<file path="src/rtl/sub16_pkg.sv">
// Shared types and sizing for the sequential digit-serial subtractor.
package sub16_pkg;

  localparam int SUB_WIDTH  = 16;
  localparam int SUB_DIGIT  = 4;
  localparam int SUB_DIGITS = SUB_WIDTH / SUB_DIGIT;
  localparam int SUB_CNT_W  = (SUB_DIGITS > 1) ? $clog2(SUB_DIGITS) : 1;

  // Operation lifecycle: waiting for operands, subtracting slices, holding result.
  typedef enum logic [1:0] {
    IDLE = 2'd0,
    CALC = 2'd1,
    DONE = 2'd2
  } state_t;

endpackage

</file>
<file path="src/rtl/subtractor_16bit_seq_sub_digit.sv">
// One DIGIT-bit slice of a - b - borrow, done as a + ~b + ~borrow so the
// carry out of the slice is the inverse of the borrow out.
module sub_digit #(
  parameter int DIGIT = 4
) (
  input  logic [DIGIT-1:0] a_s,
  input  logic [DIGIT-1:0] b_s,
  input  logic             bin,
  output logic [DIGIT-1:0] d_s,
  output logic             bout
);

  logic [DIGIT:0] sum;

  // Widen to DIGIT+1 bits so the carry lands in the top bit.
  always_comb begin
    sum  = {1'b0, a_s} + {1'b0, ~b_s} + {{DIGIT{1'b0}}, ~bin};
    d_s  = sum[DIGIT-1:0];
    bout = ~sum[DIGIT];
  end

endmodule

</file>
<file path="src/rtl/subtractor_16bit_seq.sv">
// Sequential subtractor: diff = a - b - bin, one DIGIT-bit slice per clock,
// LSB first. Operand and result ports use valid/ready handshakes.
//
// Handshake rule (both ports): a transfer happens on a rising clk edge where
// valid and ready are both high. A producer holding valid keeps its data
// stable until that edge; ready never depends combinationally on valid.
module subtractor_16bit_seq
  import sub16_pkg::*;
#(
  parameter int WIDTH = SUB_WIDTH,
  parameter int DIGIT = SUB_DIGIT
) (
  input  logic             clk,
  input  logic             rst,
  input  logic             in_valid,
  output logic             in_ready,
  input  logic [WIDTH-1:0] a,
  input  logic [WIDTH-1:0] b,
  input  logic             bin,
  output logic             out_valid,
  input  logic             out_ready,
  output logic [WIDTH-1:0] diff,
  output logic             bout,
  output logic             overflow,
  output state_t           dbg_state
);

  localparam int DIGITS = WIDTH / DIGIT;
  localparam int CW     = (DIGITS > 1) ? $clog2(DIGITS) : 1;

  state_t           state;
  state_t           state_nx;
  logic [WIDTH-1:0] a_q;
  logic [WIDTH-1:0] b_q;
  logic             borrow_q;
  logic [CW-1:0]    count;
  logic             last_slice;
  logic [DIGIT-1:0] a_s;
  logic [DIGIT-1:0] b_s;
  logic [DIGIT-1:0] d_s;
  logic             bout_s;

  assign last_slice = (count == CW'(DIGITS - 1));
  assign a_s        = a_q[count*DIGIT +: DIGIT];
  assign b_s        = b_q[count*DIGIT +: DIGIT];
  assign dbg_state  = state;

  // The single slice subtractor is reused every CALC cycle, steered by count.
  sub_digit #(.DIGIT(DIGIT)) u_digit (
    .a_s  (a_s),
    .b_s  (b_s),
    .bin  (borrow_q),
    .d_s  (d_s),
    .bout (bout_s)
  );

  // State register.
  always_ff @(posedge clk or posedge rst) begin
    if (rst) state <= IDLE;
    else     state <= state_nx;
  end

  // Next-state and handshake outputs; both readies come from state only.
  always_comb begin
    state_nx  = state;
    in_ready  = 1'b0;
    out_valid = 1'b0;
    case (state)
      IDLE: begin
        in_ready = 1'b1;
        if (in_valid) state_nx = CALC;
      end
      CALC: begin
        if (last_slice) state_nx = DONE;
      end
      DONE: begin
        out_valid = 1'b1;
        if (out_ready) state_nx = IDLE;
      end
      default: state_nx = IDLE;
    endcase
  end

  // Operand capture, slice-by-slice result build and final flag capture.
  always_ff @(posedge clk or posedge rst) begin
    if (rst) begin
      a_q      <= '0;
      b_q      <= '0;
      borrow_q <= 1'b0;
      count    <= '0;
      diff     <= '0;
      bout     <= 1'b0;
      overflow <= 1'b0;
    end else begin
      case (state)
        IDLE: begin
          if (in_valid) begin
            a_q      <= a;
            b_q      <= b;
            borrow_q <= bin;
            count    <= '0;
          end
        end
        CALC: begin
          diff[count*DIGIT +: DIGIT] <= d_s;
          borrow_q                   <= bout_s;
          count                      <= count + CW'(1);
          if (last_slice) begin
            bout     <= bout_s;
            overflow <= (a_q[WIDTH-1] != b_q[WIDTH-1]) &&
                        (d_s[DIGIT-1] != a_q[WIDTH-1]);
          end
        end
        default: ;
      endcase
    end
  end

endmodule

</file>
<file path="config.mk">
export PLATFORM = sky130hd
export DESIGN_NAME = subtractor_16bit_seq
export DESIGN_NICKNAME = d
export VERILOG_FILES = /design/src/rtl/sub16_pkg.sv /design/src/rtl/subtractor_16bit_seq_sub_digit.sv /design/src/rtl/subtractor_16bit_seq.sv
export SDC_FILE = /design/constraint.sdc
export NUM_CORES = 1
export LEC_CHECK = 0
export BUFFER_PORTS_ARGS = -buffer_cell sky130_fd_sc_hd__buf_2
export CAP_MARGIN = 20
export CELL_PAD_IN_SITES_DETAIL_PLACEMENT = 0
export CELL_PAD_IN_SITES_GLOBAL_PLACEMENT = 2
export CORE_MARGIN = 1.5
export CORE_UTILIZATION = 34
export DETAILED_ROUTE_END_ITERATION = 8
export HOLD_SLACK_MARGIN = 0.03
export PLACE_DENSITY = 0.86
export SLEW_MARGIN = 20
export SYNTH_ARGS = -nofsm -noshare
export SYNTH_HDL_FRONTEND = slang
export SYNTH_HIERARCHICAL = 1
export SYNTH_SLANG_ARGS = --single-unit
</file>
<file path="constraint.sdc">
create_clock -name clk -period 3.31 [get_ports clk]
set_input_delay 0.662 -clock clk [delete_from_list [all_inputs] [get_ports clk]]
set_output_delay 0.662 -clock clk [all_outputs]
set_load 0.1 [all_outputs]
</file>
Word-level counts from Yosys, hierarchy flattened

Cells that the tools add are included.
W data, S select, Z words.

Register bits after elaboration: 55
Output and inout port bits: 22

$add $sub $neg: 4
Equality and inequality tests: 8
Shifts and indexed selects: 4
Muxes and demuxes: 11
Bitwise gates (word level): 3
Reduce and logical (&&, ||, !) cells: 7

Operator list:

| kind                      | count |
|---|---|
| $neg A4 Y34               | 1 |
| $shift A4 B34 Y16 const A | 1 |
| $shiftx A4 B34 Y16        | 1 |
| $shiftx A16 B5 Y4         | 2 |
| $bwmux W16                | 1 |
| $mux W2                   | 4 |
| $ne A2 B2 Y1 const B      | 3 |
| $pmux W2 S3               | 1 |
| $reduce_and A2 Y1         | 3 |
| $add A4 B4 Y5             | 1 |
| $add A5 B1 Y5             | 1 |
| $eq A2 B2 Y1 const B      | 2 |
| $not A4 Y4                | 1 |
| $pmux W2 S2               | 1 |
| $mux W1                   | 3 |
| $reduce_and A3 Y1         | 1 |
| $add A2 B1 Y2 const B     | 1 |
| $eq A2 B1 Y1 const B      | 1 |
| $logic_not A2 Y1          | 1 |
| $ne A1 B1 Y1              | 2 |
| $not A1 Y1                | 2 |
| $pmux W1 S2               | 1 |
| $reduce_bool A2 Y1        | 1 |
| $logic_and A1 B1 Y1       | 1 |

Logic depth before layout (Yosys ltp)

Word-level depth: 6
Gate-level depth with buffers: 10
Gate-level depth less buffers: 9

Modules after synthesis

Netlist, hierarchy kept.

Modules (own cells, without submodules):

| module               | instances | cells each | area an instance (µm²) |
|---|---|---|---|
| subtractor_16bit_seq | 1         | 226        | 2452.4 |
| sub_digit            | 1         | 18         | 147.6 |

Least setup slack after synthesis

Ideal clock, no wire load.

Path type: reg2out
From: register state[0], in the netlist dbg_state[0]
To: output port in_ready
Data arrival time: 2.297 ns
Data required time: 2.648 ns
Path slack: 0.351 ns
Cell stages (with the launch flop): 3
Path through: dfrtp_1 buf_2 nor2_1

Word-level cells in the longest chain between the ends: 2

RTL lines:

| what                   | line                       | RTL |
|---|---|---|
| start, declared        | subtractor_16bit_seq.sv:31 | `state_t state;` |
| start signal, assigned | subtractor_16bit_seq.sv:60 | `else state <= state_nx;` |
| $logic_not A2 Y1       | subtractor_16bit_seq.sv:68 | `case (state)` |
| $mux W1                | subtractor_16bit_seq.sv:68 |  |
| end, declared          | subtractor_16bit_seq.sv:16 | `output logic in_ready,` |

No other way between the ends.

Worst setup path after layout

From: register count[0]
To: register borrow_q

Elaborated cells on any way between the ends: 7
Those cells by class: 2 x add/sub; 2 x shift; 1 x mux; 2 x bitwise

RTL lines:

| what                   | line                                 | RTL |
|---|---|---|
| start, declared        | subtractor_16bit_seq.sv:36           | `logic [CW-1:0] count;` |
| start signal, assigned | subtractor_16bit_seq.sv:107          | `count <= count + CW'(1);` |
| $shiftx A16 B5 Y4      | subtractor_16bit_seq.sv:44           | `assign a_s = a_q[count*DIGIT +: DIGIT];` |
| named net a_s[0]       | subtractor_16bit_seq.sv:38           | `logic [DIGIT-1:0] a_s;` |
| $add A4 B4 Y5          | subtractor_16bit_seq_sub_digit.sv:17 | `sum = {1'b0, a_s} + {1'b0, ~b_s} + {{DIGIT{1'b0}}, ~bin};` |
| $add A5 B1 Y5          | subtractor_16bit_seq_sub_digit.sv:17 |  |
| $not A1 Y1             | subtractor_16bit_seq_sub_digit.sv:19 | `bout = ~sum[DIGIT];` |
| named net bout_s       | subtractor_16bit_seq.sv:41           | `logic bout_s;` |
| $pmux W1 S2            | subtractor_16bit_seq.sv:95           | `case (state)` |
| end signal, assigned   | subtractor_16bit_seq.sv:100          | `borrow_q <= bin;` |
| end signal, assigned   | subtractor_16bit_seq.sv:106          | `borrow_q <= bout_s;` |
| end, declared          | subtractor_16bit_seq.sv:35           | `logic borrow_q;` |

The timed path passes the listed nets, and every way through them passes these cells.
A chain may end at the register's enable or synchronous reset.

==> results_tabular.tex <==
\begin{tabular}{lr}
\hline
Metric & Value \\
\hline
\multicolumn{2}{l}{\textbf{Die}} \\
Die span in y & around 90 um \\
Die span in x & between 90 and 100 um \\
Floorplan core area & around 7300 um2 \\
Number of placement rows & 31 \\
Die outline area & 8180 um2 \\
Ports placed on the boundary & 59 \\
Effective utilization at floorplan & 35.5\% \\
\multicolumn{2}{l}{\textbf{Placed design}} \\
Half-perimeter wire length after detailed placement & 4030 um \\
Global placement routability congestion & between 0.7 and 0.8 \\
Count of port buffers added during placement & 58 \\
Worst slack, placed & slightly below 600 ps \\
\multicolumn{2}{l}{\textbf{CTS}} \\
Clock Pin Slew Worst Setup and Hold Paths & roughly 100 ps \\
Clock latency at the later pin of the worst-skew pair & 300 ps \\
Post-CTS setup buffers & 0 \\
TritonCTS clock tree & done \\
Clock buffer count from CTS & 5 \\
\# hold bufs at CTS & 0 \\
Cell at the root of the clock tree & clkbuf\_8 \\
Post-cts sizing count & 0 \\
Max H-tree Level & 2 \\
Number of sinks handled by clock tree synthesis & between 50 and 60 \\
Buffer depth of the longest clock path & 2 \\
\multicolumn{2}{l}{\textbf{Synthesis}} \\
Cell Area, Synth & 2600 um2 \\
Mean instance size in the synthesized netlist & $\sim$11 um2 \\
Post-synthesis mux area share & under 10\% \\
Main combinational cell family by area after synthesis & simple AND/OR/NAND/NOR gates \\
Share of the synthesized area in the top cell type & between 50\% and 60\% \\
Count of unique library cells instantiated by Yosys & 30 \\
Post-synthesis simple-gate area fraction & 22.6\% \\
Top area cells in the synthesized netlist & dfrtp\_1 53\%, nand2\_1 15\%, mux4\_2 6.9\%, a22o\_1 5.4\%, ha\_1 3.8\% \\
Cell taking the most area after synthesis & dfrtp\_1 \\
Parity-gate share of the synthesized area counting xor and xnor cells & less than 1\% \\
Seq cells post-synth & 55 \\
Share of synthesized cell area in full adder, half adder and majority cells & 5.39\% \\
Gate Count Post-Synth & between 200 and 250 \\
Sequential area share after synthesis & between 50 and 60\% \\
Share of the synthesized area in compound gates (AO/OA/AOI/OAI) & under 10\% \\
Net count of the mapped netlist & 291 \\
Count of yosys warnings during synthesis & 6 \\
\multicolumn{2}{l}{\textbf{STA}} \\
Final critical-path share of the clock period & just over 80\% \\
Endpoints failing setup & 0 \\
Post-route worst hold slack & $\sim$320 ps \\
Max Clock Skew & approximately 15 ps \\
Worst setup slack after layout & approximately 610 ps \\
Final min period & 2700 ps \\
Final slew viol count & 0 \\
Number of hold violations in the final report & 0 \\
Slew at the pin with the worst max-slew slack & $\sim$730 ps \\
Final sum of negative setup slack & 0 ps \\
Unrepaired setup endpoints after global routing & no \\
Worst-case headroom to the max-slew limit & just over 50\% \\
Maximum achievable frequency & 371 MHz \\
\multicolumn{2}{l}{\textbf{Layout}} \\
Final design utilization & around 42\% \\
Layout Area Growth over Synthesis & 18.5\% \\
Diodes inserted & 0 \\
\# nets final & 350 \\
Ratio of cells with drive above 1 in the final layout & approximately 29\% \\
Fill cell count & between 700 and 800 \\
\multicolumn{2}{l}{\textbf{Routing}} \\
Antenna-violating nets left & 0 \\
DR iter-0 viols & 47 \\
Post-detailed-route wirelength per cell & 13.4 um \\
Drt drc & 0 \\
Length of the first detailed-routing pass in iterations & 4 \\
Vias per Instance & between 4 and 5 \\
Routed wire length & 5410 um \\
Via total after detailed routing & 1,830 \\
\multicolumn{2}{l}{\textbf{GRT}} \\
Wire length of the first global-routing pass & slightly above 9000 um \\
Total overflow reported by the global router & 0 \\
Via count of the first global-routing pass & between 1,500 and 2,000 \\
Maximum number of pins on one net before global-route repair & 39 \\
Initial antenna violation count & 0 \\
GRT Total Usage & approximately 14\% \\
\multicolumn{2}{l}{\textbf{Setup path}} \\
Launching element type of the critical path & register \\
Required time worst endpoint & 3550 ps \\
FF-to-FF path depth & 9 \\
Slowest library cell on the worst path & dfrtp\_1 \\
Worst setup EP type & register \\
Critical setup path kind & register to register \\
Maximum cell stage delay along the critical path & approximately 750 ps \\
Sequence of cells on the critical path & mux4\_2, inv\_1, fa\_1, inv\_1, fa\_1, a21o\_2, a21oi\_1, a22oi\_1, nand2\_1 \\
Highest net fanout along the worst path & 12 \\
Signal arrival time at the worst endpoint & 2930 ps \\
\multicolumn{2}{l}{\textbf{Job}} \\
Max-cap violations & 0 \\
\multicolumn{2}{l}{\textbf{Min path}} \\
Classification of the worst-slack hold path & input port to asynchronous set/reset pin \\
\multicolumn{2}{l}{\textbf{Status}} \\
Status & complete, no violations \\
\hline
\end{tabular}
-- metal layers --
layer,vias up,track usage (%),part of all wire (%)
li1,935,-,-
met1,846,20.6,50
met2,45,21.7,45
met3,4,2.86,4.1
met4,0,3.04,0.65
met5,-,0,0
-- path summary, 6_finish.rpt --
path                                       from                  endpoint  slack, ps
max in group asynchronous                   rst        b_q[6]$_DFFE_PP0P_       2180
hold reg to reg             b_q[14]$_DFFE_PP0P_       b_q[14]$_DFFE_PP0P_        480
setup / recovery           count[0]$_DFFE_PP0P_      borrow_q$_DFFE_PP0P_        610
hold / removal                              rst  dbg_state[1]$_DFFE_PP0P_        320
min in group clk            b_q[14]$_DFFE_PP0P_       b_q[14]$_DFFE_PP0P_        480
setup reg to reg           count[0]$_DFFE_PP0P_      borrow_q$_DFFE_PP0P_        610
-- cells in the final DEF, fill, tap and decap left out, types with 2 or more instances in the layout --
cell type and instances:
nand2_1 102, dfrtp_1 55, fa_1 2, nor4b_4 3, a22o_1 16, o21ai_0 4, nand3b_1 3, buf_2 58
clkbuf_8 5, inv_1 9, nor2_1 2, nand3_1 2, clkbuf_1 2, nand2b_1 2, ha_1 8, mux4_2 8
a21oi_1 3, xor2_1 2, buf_4 4
-- worst max-delay path, delay by kind of cell, from the launching register on --
family	cells	cell delay, ps
mux	1	570
compound gates	3	510
simple gates	1	100
fa+ha+maj	2	570
flops	1	750
buf+inv	2	140
-- final cells by class --
cell class                      count  area, um2  share of cell area [%]
Timing Repair Buffer               62        320                    10.4
Sequential cell                    55       1380                    44.7
Multi-Input combinational cell    169       1140                    37.0
Tap cell                           99        124                    4.02
Clock inverter                      1       5.00                   0.162
Clock buffer                        7       76.3                    2.48
Inverter                           10       37.5                    1.22
-- kinds of logic (layout without fill, tap and decap cells) --
family / after synthesis / count (layout)
AND/OR/NAND/NOR: 122 / 122
flip-flops: 55 / 55
AO/OA/AOI/OAI: 26 / 26
buffers and inverters: 20 / 80
adder cells (fa/ha/maj): 10 / 10
multiplexers: 9 / 9
XOR/XNOR: 2 / 2
-- flip-flops by register name (all words and copies together), names as in the netlist --
| name | count |
|---|---|
| a_q | 16 |
| b_q | 16 |
| diff | 16 |
| count | 2 |
| dbg_state | 2 |
| borrow_q | 1 |
| bout | 1 |
| overflow | 1 |
-- metrics by stage --
stage,cells,area (um2)
6_report,403,3080
3_5_place_dp,395,3000
2_1_floorplan,244,2600
3_3_place_gp,395,3000
5_1_grt,403,3080
4_1_cts,403,3080
-- cell usage after synthesis --
| cell type | count |
|---|---|
| nor4b_2 | 1 |
| and2b_1 | 1 |
| mux2_2 | 1 |
| a22oi_1 | 1 |
| inv_1 | 10 |
| buf_2 | 8 |
| nand2_1 | 102 |
| mux4_2 | 8 |
| or3b_1 | 1 |
| nor3b_2 | 1 |
| clkbuf_1 | 1 |
| dfrtp_1 | 55 |
| nor2_1 | 2 |
| fa_1 | 2 |
| buf_4 | 1 |
| a21o_2 | 1 |
| o21ai_0 | 4 |
| nor2b_1 | 1 |
| nand3b_1 | 3 |
| or3b_4 | 1 |
| xor2_1 | 2 |
| ha_1 | 8 |
| nor4b_4 | 3 |
| a22o_1 | 16 |
| nand3_1 | 2 |
| nand2b_1 | 2 |
| nand3b_2 | 1 |
| o31ai_1 | 1 |
| a21oi_1 | 3 |
| nor3b_1 | 1 |
Power is left out: the tool's default activity adds up to more than one toggle a clock period on the data nets, which glitch-free logic cannot reach.
